**src/rtl/ahb2_sram_slv_if.sv**
```systemverilog
// AHB2 slave-side bus bundle for ahb2_sram_slv.
// The master modport is what an upstream bus/decoder drives; the slave modport is the SRAM slave.
interface ahb2_sram_slv_if;
  logic        hsel;
  logic [31:0] haddr;
  logic [1:0]  htrans;
  logic        hwrite;
  logic [2:0]  hsize;
  logic [2:0]  hburst;
  logic [3:0]  hprot;
  logic [31:0] hwdata;
  logic        hreadyi;
  logic [31:0] hrdata;
  logic        hreadyo;
  logic [1:0]  hresp;

  modport master (
    output hsel, haddr, htrans, hwrite, hsize, hburst, hprot, hwdata, hreadyi,
    input  hrdata, hreadyo, hresp
  );

  modport slave (
    input  hsel, haddr, htrans, hwrite, hsize, hburst, hprot, hwdata, hreadyi,
    output hrdata, hreadyo, hresp
  );
endinterface

```
**src/rtl/ahb2_sram_slv.sv**
```systemverilog
// AHB2 slave fronting a single-port synchronous SRAM (1-cycle read latency).
// A one-entry write buffer gives zero-wait writes and reads; the only stall is a read address
// phase arriving while an older buffered write is still pending during a write data phase.
// Bad size/alignment/range gets the two-cycle ERROR response.
// Optional: define AHB2_SRAM_HPROT_CHK_EN to reject user-mode (hprot[1]=0) transfers with ERROR.
module ahb2_sram_slv #(
  parameter int unsigned ADDR_W = 10
) (
  input  logic              hclk,
  input  logic              hreset_n,
  ahb2_sram_slv_if.slave    bus,
  output logic              sram_cs,
  output logic              sram_we,
  output logic [ADDR_W-1:0] sram_addr,
  output logic [3:0]        sram_be,
  output logic [31:0]       sram_wdata,
  input  logic [31:0]       sram_rdata
);

  localparam logic [1:0] RespOkay  = 2'b00;
  localparam logic [1:0] RespError = 2'b01;

  typedef enum logic [1:0] {StIdle, StErr1, StErr2} state_e;

  state_e            state_q;
  logic              err_wait_q, err_resp_q;

  logic              accept, addr_err, prot_err, req_ok, req_err, rd_issue;
  logic              hazard, wr_done, commit, buf_hit;
  logic [3:0]        req_be;
  logic [ADDR_W-1:0] req_addr;

  logic              dph_rd_q, dph_wr_q;
  logic [ADDR_W-1:0] dph_addr_q;
  logic [3:0]        dph_be_q;

  logic              buf_valid_q;
  logic [ADDR_W-1:0] buf_addr_q;
  logic [3:0]        buf_be_q;
  logic [31:0]       buf_data_q;

  logic              unused_bus;
  assign unused_bus = ^{bus.hburst, bus.hprot, bus.htrans[0]};

  // No new address phase is taken while the first ERROR cycle is on the bus.
  assign accept   = hreset_n & bus.hsel & bus.hreadyi & bus.htrans[1] & (state_q != StErr1);
  assign req_addr = bus.haddr[ADDR_W+1:2];

  // Size/alignment/range decode and little-endian byte enables.
  always_comb begin
    addr_err = 1'b0;
    req_be   = 4'b0000;
    case (bus.hsize)
      3'd0: req_be = 4'b0001 << bus.haddr[1:0];
      3'd1: begin
        req_be   = 4'b0011 << bus.haddr[1:0];
        addr_err = bus.haddr[0];
      end
      3'd2: begin
        req_be   = 4'b1111;
        addr_err = |bus.haddr[1:0];
      end
      default: addr_err = 1'b1;
    endcase
    if (|bus.haddr[31:ADDR_W+2]) addr_err = 1'b1;
  end

`ifdef AHB2_SRAM_HPROT_CHK_EN
  assign prot_err = ~bus.hprot[1];
`else
  assign prot_err = 1'b0;
`endif

  assign req_ok   = accept & ~addr_err & ~prot_err;
  assign req_err  = accept & (addr_err | prot_err);
  assign rd_issue = req_ok & ~bus.hwrite;

  // Independent of hreadyi so that hreadyi = hreadyo never closes a combinational loop.
  assign hazard = hreset_n & dph_wr_q & buf_valid_q & bus.hsel & bus.htrans[1] & ~bus.hwrite;

  assign bus.hreadyo = ~err_wait_q & ~hazard;
  assign bus.hresp   = err_resp_q ? RespError : RespOkay;

  assign wr_done = dph_wr_q & bus.hreadyo;
  // Reads own the SRAM port; the buffer drains in any other cycle. Gated so reset discards it.
  assign commit  = hreset_n & buf_valid_q & ~rd_issue;
  assign buf_hit = buf_valid_q & (buf_addr_q == dph_addr_q);

  // SRAM port: read issue in the address phase has priority over draining the buffer.
  always_comb begin
    sram_cs    = 1'b0;
    sram_we    = 1'b0;
    sram_addr  = '0;
    sram_be    = 4'b0000;
    sram_wdata = 32'h0;
    if (rd_issue) begin
      sram_cs   = 1'b1;
      sram_addr = req_addr;
      sram_be   = req_be;
    end else if (commit) begin
      sram_cs    = 1'b1;
      sram_we    = 1'b1;
      sram_addr  = buf_addr_q;
      sram_be    = buf_be_q;
      sram_wdata = buf_data_q;
    end
  end

  // Read data: SRAM word with lanes overridden by a matching, not-yet-committed buffered write.
  always_comb begin
    bus.hrdata = 32'h0;
    if (dph_rd_q) begin
      for (int n = 0; n < 4; n++) begin
        bus.hrdata[8*n +: 8] = (buf_hit && buf_be_q[n]) ? buf_data_q[8*n +: 8]
                                                        : sram_rdata[8*n +: 8];
      end
    end
  end

  // Data-phase tracking; holds while the bus is stalled.
  always_ff @(posedge hclk) begin
    if (!hreset_n) begin
      dph_rd_q   <= 1'b0;
      dph_wr_q   <= 1'b0;
      dph_addr_q <= '0;
      dph_be_q   <= 4'b0000;
    end else if (bus.hreadyi) begin
      dph_rd_q <= rd_issue;
      dph_wr_q <= req_ok & bus.hwrite;
      if (req_ok) begin
        dph_addr_q <= req_addr;
        dph_be_q   <= req_be;
      end
    end
  end

  // Write buffer: filled at the end of a write data phase, cleared when drained to SRAM.
  always_ff @(posedge hclk) begin
    if (!hreset_n) begin
      buf_valid_q <= 1'b0;
      buf_addr_q  <= '0;
      buf_be_q    <= 4'b0000;
      buf_data_q  <= 32'h0;
    end else if (wr_done) begin
      buf_valid_q <= 1'b1;
      buf_addr_q  <= dph_addr_q;
      buf_be_q    <= dph_be_q;
      buf_data_q  <= bus.hwdata;
    end else if (commit) begin
      buf_valid_q <= 1'b0;
    end
  end

  // Two-cycle ERROR response FSM with registered hreadyo/hresp controls.
  always_ff @(posedge hclk) begin
    if (!hreset_n) begin
      state_q    <= StIdle;
      err_wait_q <= 1'b0;
      err_resp_q <= 1'b0;
    end else begin
      case (state_q)
        StErr1: begin
          state_q    <= StErr2;
          err_wait_q <= 1'b0;
          err_resp_q <= 1'b1;
        end
        default: begin
          if (req_err) begin
            state_q    <= StErr1;
            err_wait_q <= 1'b1;
            err_resp_q <= 1'b1;
          end else begin
            state_q    <= StIdle;
            err_wait_q <= 1'b0;
            err_resp_q <= 1'b0;
          end
        end
      endcase
    end
  end

endmodule

```
**src/flat_wrapper.sv**
```systemverilog
// flat-port wrapper written by rule: the top's interface ports become plain ports
module ahb2_sram_slv_flat 
#(
  parameter int unsigned ADDR_W = 10
)
  (hclk, hreset_n, sram_cs, sram_we, sram_addr, sram_be, sram_wdata, sram_rdata, bus_hsel, bus_haddr, bus_htrans, bus_hwrite, bus_hsize, bus_hburst, bus_hprot, bus_hwdata, bus_hreadyi, bus_hrdata, bus_hreadyo, bus_hresp);
  ahb2_sram_slv_if bus_i ();
  input  logic hclk;
  input  logic hreset_n;
  output logic sram_cs;
  output logic sram_we;
  output logic [ADDR_W-1:0] sram_addr;
  output logic [3:0] sram_be;
  output logic [31:0] sram_wdata;
  input  logic [31:0] sram_rdata;
  input wire logic [$bits(bus_i.hsel)-1:0] bus_hsel;
  input wire logic [$bits(bus_i.haddr)-1:0] bus_haddr;
  input wire logic [$bits(bus_i.htrans)-1:0] bus_htrans;
  input wire logic [$bits(bus_i.hwrite)-1:0] bus_hwrite;
  input wire logic [$bits(bus_i.hsize)-1:0] bus_hsize;
  input wire logic [$bits(bus_i.hburst)-1:0] bus_hburst;
  input wire logic [$bits(bus_i.hprot)-1:0] bus_hprot;
  input wire logic [$bits(bus_i.hwdata)-1:0] bus_hwdata;
  input wire logic [$bits(bus_i.hreadyi)-1:0] bus_hreadyi;
  output wire logic [$bits(bus_i.hrdata)-1:0] bus_hrdata;
  output wire logic [$bits(bus_i.hreadyo)-1:0] bus_hreadyo;
  output wire logic [$bits(bus_i.hresp)-1:0] bus_hresp;
  assign bus_i.hsel = bus_hsel;
  assign bus_i.haddr = bus_haddr;
  assign bus_i.htrans = bus_htrans;
  assign bus_i.hwrite = bus_hwrite;
  assign bus_i.hsize = bus_hsize;
  assign bus_i.hburst = bus_hburst;
  assign bus_i.hprot = bus_hprot;
  assign bus_i.hwdata = bus_hwdata;
  assign bus_i.hreadyi = bus_hreadyi;
  assign bus_hrdata = bus_i.hrdata;
  assign bus_hreadyo = bus_i.hreadyo;
  assign bus_hresp = bus_i.hresp;
  ahb2_sram_slv #(.ADDR_W(ADDR_W)) u_core (.hclk(hclk), .hreset_n(hreset_n), .bus(bus_i), .sram_cs(sram_cs), .sram_we(sram_we), .sram_addr(sram_addr), .sram_be(sram_be), .sram_wdata(sram_wdata), .sram_rdata(sram_rdata));
endmodule
```
**config.mk**
```make
export PLATFORM = sky130hd
export DESIGN_NAME = ahb2_sram_slv_flat
export DESIGN_NICKNAME = d
export VERILOG_FILES = /design/src/rtl/ahb2_sram_slv_if.sv /design/src/rtl/ahb2_sram_slv.sv /design/src/flat_wrapper.sv
export SDC_FILE = /design/constraint.sdc
export NUM_CORES = 1
export LEC_CHECK = 0
export ABC_AREA = 1
export BUFFER_PORTS_ARGS = -buffer_cell sky130_fd_sc_hd__buf_2
export CAP_MARGIN = 30
export CORE_MARGIN = 5
export CORE_UTILIZATION = 47
export DETAILED_ROUTE_END_ITERATION = 8
export PLACE_DENSITY = 0.81
export SKIP_LAST_GASP = 1
export SLEW_MARGIN = 20
export SYNTH_ARGS = -nofsm -noshare
export SYNTH_HDL_FRONTEND = slang
export SYNTH_SLANG_ARGS = --single-unit
export TNS_END_PERCENT = 50
```
**constraint.sdc**
```tcl
create_clock -name hclk -period 1.7 [get_ports hclk]
set_input_delay 0.085 -clock hclk [delete_from_list [all_inputs] [get_ports hclk]]
set_output_delay 0.085 -clock hclk [all_outputs]
set_load 0.01 [all_outputs]
```
Word-level counts from Yosys, hierarchy flattened
Cells that the tools add are included.
Storage, ports and cells
  bits in registers: 67
  bits of input ports: 113
  output and inout port bits: 83
  word-level logic and storage cells: 77
Operators by class
  equality and inequality tests: 5
  shifts and indexed selects: 2
  multiplexer cells: 24
  bitwise logic cells: 24
  reductions and logical operators: 10
Operator list (number)
  $mux 32: 3
  $mux 8: 4
  $mux 10: 2
  $reduce_or 20->1: 1
  $and 1x1->1: 18
  $pmux 4 s3: 1
  $eq 10x10->1: 1
  $mux 1: 10
  $mux 4: 2
  $not 1->1: 6
  $logic_and 1x1->1: 4
  $reduce_or 2->1: 2
  $shl 1x2->4 const A: 1
  $shl 2x2->4 const A: 1
  $eq 3x1->1 const B: 1
  $eq 3x2->1 const B: 1
  $logic_not 3->1: 1
  $pmux 1 s3: 1
  $eq 2x1->1 const B: 1
  $mux 2: 1
  $ne 2x1->1 const B: 1
  $reduce_and 2->1: 1
  $reduce_bool 2->1: 1

Longest topological paths before layout
  depth in word-level cells: 10
  mapped depth: 11
  gate-level depth less buffers: 10

Worst setup path after synthesis
No wires, ideal clock.
  path kind: flip-flop to output port
  start point: register u_core.buf_addr_q[9]
  end point: output bus_hrdata[0]
  data arrival time: 1496 ps
  data required time: 1615 ps
  setup slack: 119 ps
  stages on the path, launching flop included: 9
  buffers on the path: 0
  path through: dfxtp_1 > inv_1 > a21boi_0 > nand3_1 > nor2_1 > nand3_1 > nand2_1 > inv_1 > nor2_1
On the way
  cells in the longest elaborated chain, start to end: 5
Ends and longest elaborated chain
  start: declaration: line ahb2_sram_slv.sv:38  | logic [ADDR_W-1:0] buf_addr_q;
  start signal: assignment: line ahb2_sram_slv.sv:146  | buf_addr_q <= dph_addr_q;
  $eq 10x10->1: line ahb2_sram_slv.sv:87  | assign buf_hit = buf_valid_q & (buf_addr_q == dph_addr_q);
  $and 1x1->1: line ahb2_sram_slv.sv:87
  $logic_and 1x1->1: line ahb2_sram_slv.sv:114  | bus.hrdata[8*n +: 8] = (buf_hit && buf_be_q[n]) ? buf_data_q[8*n +: 8]
  $mux 8: line ahb2_sram_slv.sv:114
  $mux 32: line ahb2_sram_slv.sv:112  | if (dph_rd_q) begin
  end: declaration: line flat_wrapper.sv:25  | output wire logic [$bits(bus_i.hrdata)-1:0] bus_hrdata;
Every way passes these cells.

Final worst setup path
  start point: register u_core.buf_addr_q[3]
  end point: output bus_hrdata[0]
Same word-level chain as after synthesis.

==> flow_summary.ini <==
[clock_tree]
cts_tree = done
cts_buffers = 9
htree_levels = 3
cts_buffer_depth = 2
clk-insertion-delay-late_ns = 0.32
clockRootBuffer = clkbuf_8
clkSinkCount = 66
path_clk_slew_ns = 0.07

[synth]
avgSynthCellArea_um2 = 5.83
syn_nets = 809
yosysTopAreaCellShare_pct = 32.6
synth_top_area_cell = dfxtp_1
yosys_warnings = 0
synthTopCellsByArea = dfxtp_1 (33%), nand2_1 (14%), inv_1 (13%)
synth_mux_area_share_pct = 0
syn_inst = 696
yosysSeqAreaShare_pct = 32.6
synthSimpleGateAreaFrac_pct = 36.6
synth_top_family_by_area = simple AND/OR/NAND/NOR gates
synthAdderAreaFrac_pct = 0
syn_area_mm2 = 0.00406
synth_cell_types = 25
synth-xor-area-share_pct = 0
synth_compound_gate_area_share_pct = 13.1
yosys_register_bits = 66

[hold_path]
holdCritPathClass = input port to flop
whs_path_depth = 3

[final_layout]
fin_nets = 1008
antenna_cells = 0
final_layout_size_suffix_gt1_share_pct = 36.1
area_growth_syn_to_layout_pct = 44.8
fin_area_mm2 = 0.00587

[global_route]
grt_pass1_wl_mm = 19.5
grt_pass1_vias = 4272
grt_max_degree = 61
gr-total-overflow = 0
track_usage_pct = 22.8
antenna_found_initial = 0

[worst_setup_path]
critPathLaunchType = flop
worst_ep_required_time_ns = 1.62
critPathMaxFanout = 7
end_kind = primary output
r2r_cells = 7
cpPeakStageDelay_ns = 0.34
cp_slowest_cell = dfxtp_2
crit_top_cell = nand2_1
reg2reg_slack_ns = 0.15
cp.arrival_ns = 1.81
path_cells = inv_1 > nand2_1 > nand2_1 > inv_1 > nand2_2 > nor2_4 > buf_12 > buf_8 > buf_4 > nand4_1 > nand2_1 > nor2_2 > buf_2
worstSetupPathType = flop to primary output

[routing]
drt-vias-per-instance = 4.89
ant_nets = 0
first_pass_iters = 4
drc = 0
drtIter0Drc = 265
vias = 4914
wl_per_cell_um = 12.9
drt_wl_total_mm = 12.9

[placement]
place_area_mm2 = 0.00519
hpwl_mm = 9.07
io_buffers = 186
gp_routability_congestion = 0.819
pre_cts_ws_ns = -0.0488

[status]
status = complete, but fails checks
violations = negative setup slack

[timing]
setup_ws_ns = -0.197
rsz0062_at_grt = yes
final_hold_viol_count = 0
clock.fmax_mhz = 527
finalSetupViolations = 61
relSlewSlack_pct = 65.2
tightest_slew_ns = 0.522
fin_crit_ns = 1.90
setup_tns_ns = -6.73
finalClockSkew_ns = 0.00696
timing.final.crit_share_pct = 112
slew_violations = 0

[die]
dieHeight_um = 103
coreArea_mm2 = 0.00830
dieArea_mm2 = 0.0106
fp-row-count = 33
start_util_pct = 48.9
die_w_um = 103
num_io_pins = 196

[job]
cap_violations = 0

[pwr]
power_density_mw_per_mm2 = 591
finalPower_mw = 3.47
p_leak_nw = 3.11
ir_drop_mv = 0.566
where the power goes:
part / switching [mW] / internal [mW]
logic: 0.145 / 0.141
clock network: 0.578 / 1.06
registers: 0.000795 / 1.55
per-layer routing:
layer / vias up / track usage [%] / part of all wire, %
li1: 2544 / - / -
met1: 2149 / 28.2 / 40
met2: 197 / 40.1 / 48
met3: 24 / 4.13 / 9.5
met4: 0 / 7.07 / 2.2
met5: - / 0 / 0
cells in the mapped netlist:
library cell,count
dfxtp_1,66
buf_6,1
a21oi_2,1
nand2_1,151
nand2_2,1
nand2_4,1
nor2_1,114
buf_2,5
o21ai_0,55
clkbuf_1,25
a21boi_0,1
a21oi_1,47
nor4_4,1
nand3_1,26
nand3b_1,1
inv_1,137
a31oi_1,1
clkinv_1,1
nand4_1,46
buf_1,5
conb_1,1
nor2_2,1
buf_4,6
inv_2,1
nand3_4,1
state kept, by name (all words and copies together), names as in the netlist:
signal              count
u_core.buf_data_q      32
u_core.buf_addr_q      10
u_core.dph_addr_q      10
u_core.buf_be_q         4
u_core.dph_be_q         4
u_core.buf_valid_q      1
u_core.dph_rd_q         1
u_core.dph_wr_q         1
u_core.err_resp_q       1
u_core.err_wait_q       1
u_core.state_q          1
metrics by stage:
step | std cells | util [%] | hold slack (ns)
3_3_place_gp | 972 | 62.5 | 0.325
3_5_place_dp | 972 | 62.5 | 0.331
6_report | 1005 | 70.8 | 0.00327
5_1_grt | 1005 | 70.8 | 0.0163
2_1_floorplan | 696 | - | 0.220
4_1_cts | 999 | 69.1 | 0.00287
kinds of logic (layout without fill, tap and decap cells):
| group | count (synthesis) | in the layout |
|---|---|---|
| AOI/OAI and AO/OA | 105 | 105 |
| buffers and inverters | 181 | 385 |
| DFF | 66 | 66 |
| other | 1 | 1 |
| and+or+nand+nor | 343 | 343 |
path summary, 6_finish.rpt:
kind | from | to
max reg2reg | u_core.buf_valid_q | u_core.buf_data_q[20]
min reg2reg | u_core.dph_be_q[3] | u_core.buf_be_q[3]
min | bus_haddr[10] | u_core.dph_addr_q[8]
max | u_core.buf_addr_q[3] | bus_hrdata[0]
what timing repair did:
action / 4_1_cts / 5_1_grt
pin swaps: 31 / 24
setup buffers: 3 / 6
endpoints found under the hold margin: 5 / 0
gates resized for setup: 45 / 54
hold buffers: 5 / 0
endpoints found under the setup margin: 80 / 80
cloned: 3 / 0
worst max-delay path: cells and delay by family (launching register included):
family        cells  cell delay, ns
simple gates      7            0.52
buf+inv           6            0.63
flops             1            0.34
layout by cell type, fill, tap and decap left out, types with 3 or more instances in the layout:
master / netlist / layout
inv_2: 1 / 17
nand4_1: 46 / 46
nand2_1: 151 / 122
nand3_2: 0 / 5
bufinv_16: 0 / 3
o21ai_0: 55 / 55
dfxtp_1: 66 / 51
buf_2: 5 / 186
buf_6: 1 / 6
nor2_1: 114 / 102
a21oi_1: 47 / 47
dlygate4sd3_1: 0 / 5
nand3_1: 26 / 20
buf_12: 0 / 5
nand2_2: 1 / 29
nor2_2: 1 / 10
dfxtp_2: 0 / 15
buf_4: 6 / 23
nor2_4: 0 / 3
inv_1: 137 / 121
clkbuf_8: 0 / 11
final cells by class:
type	instances	area [um2]
multi-input combinational	449	2190
fill	769	2430
timing repair buffer	230	1440
tap	105	131
inverter	139	522
clock inverter	4	97.6
clock buffer	12	155
sequential	66	1340
Power figures use the tool's default switching activity.
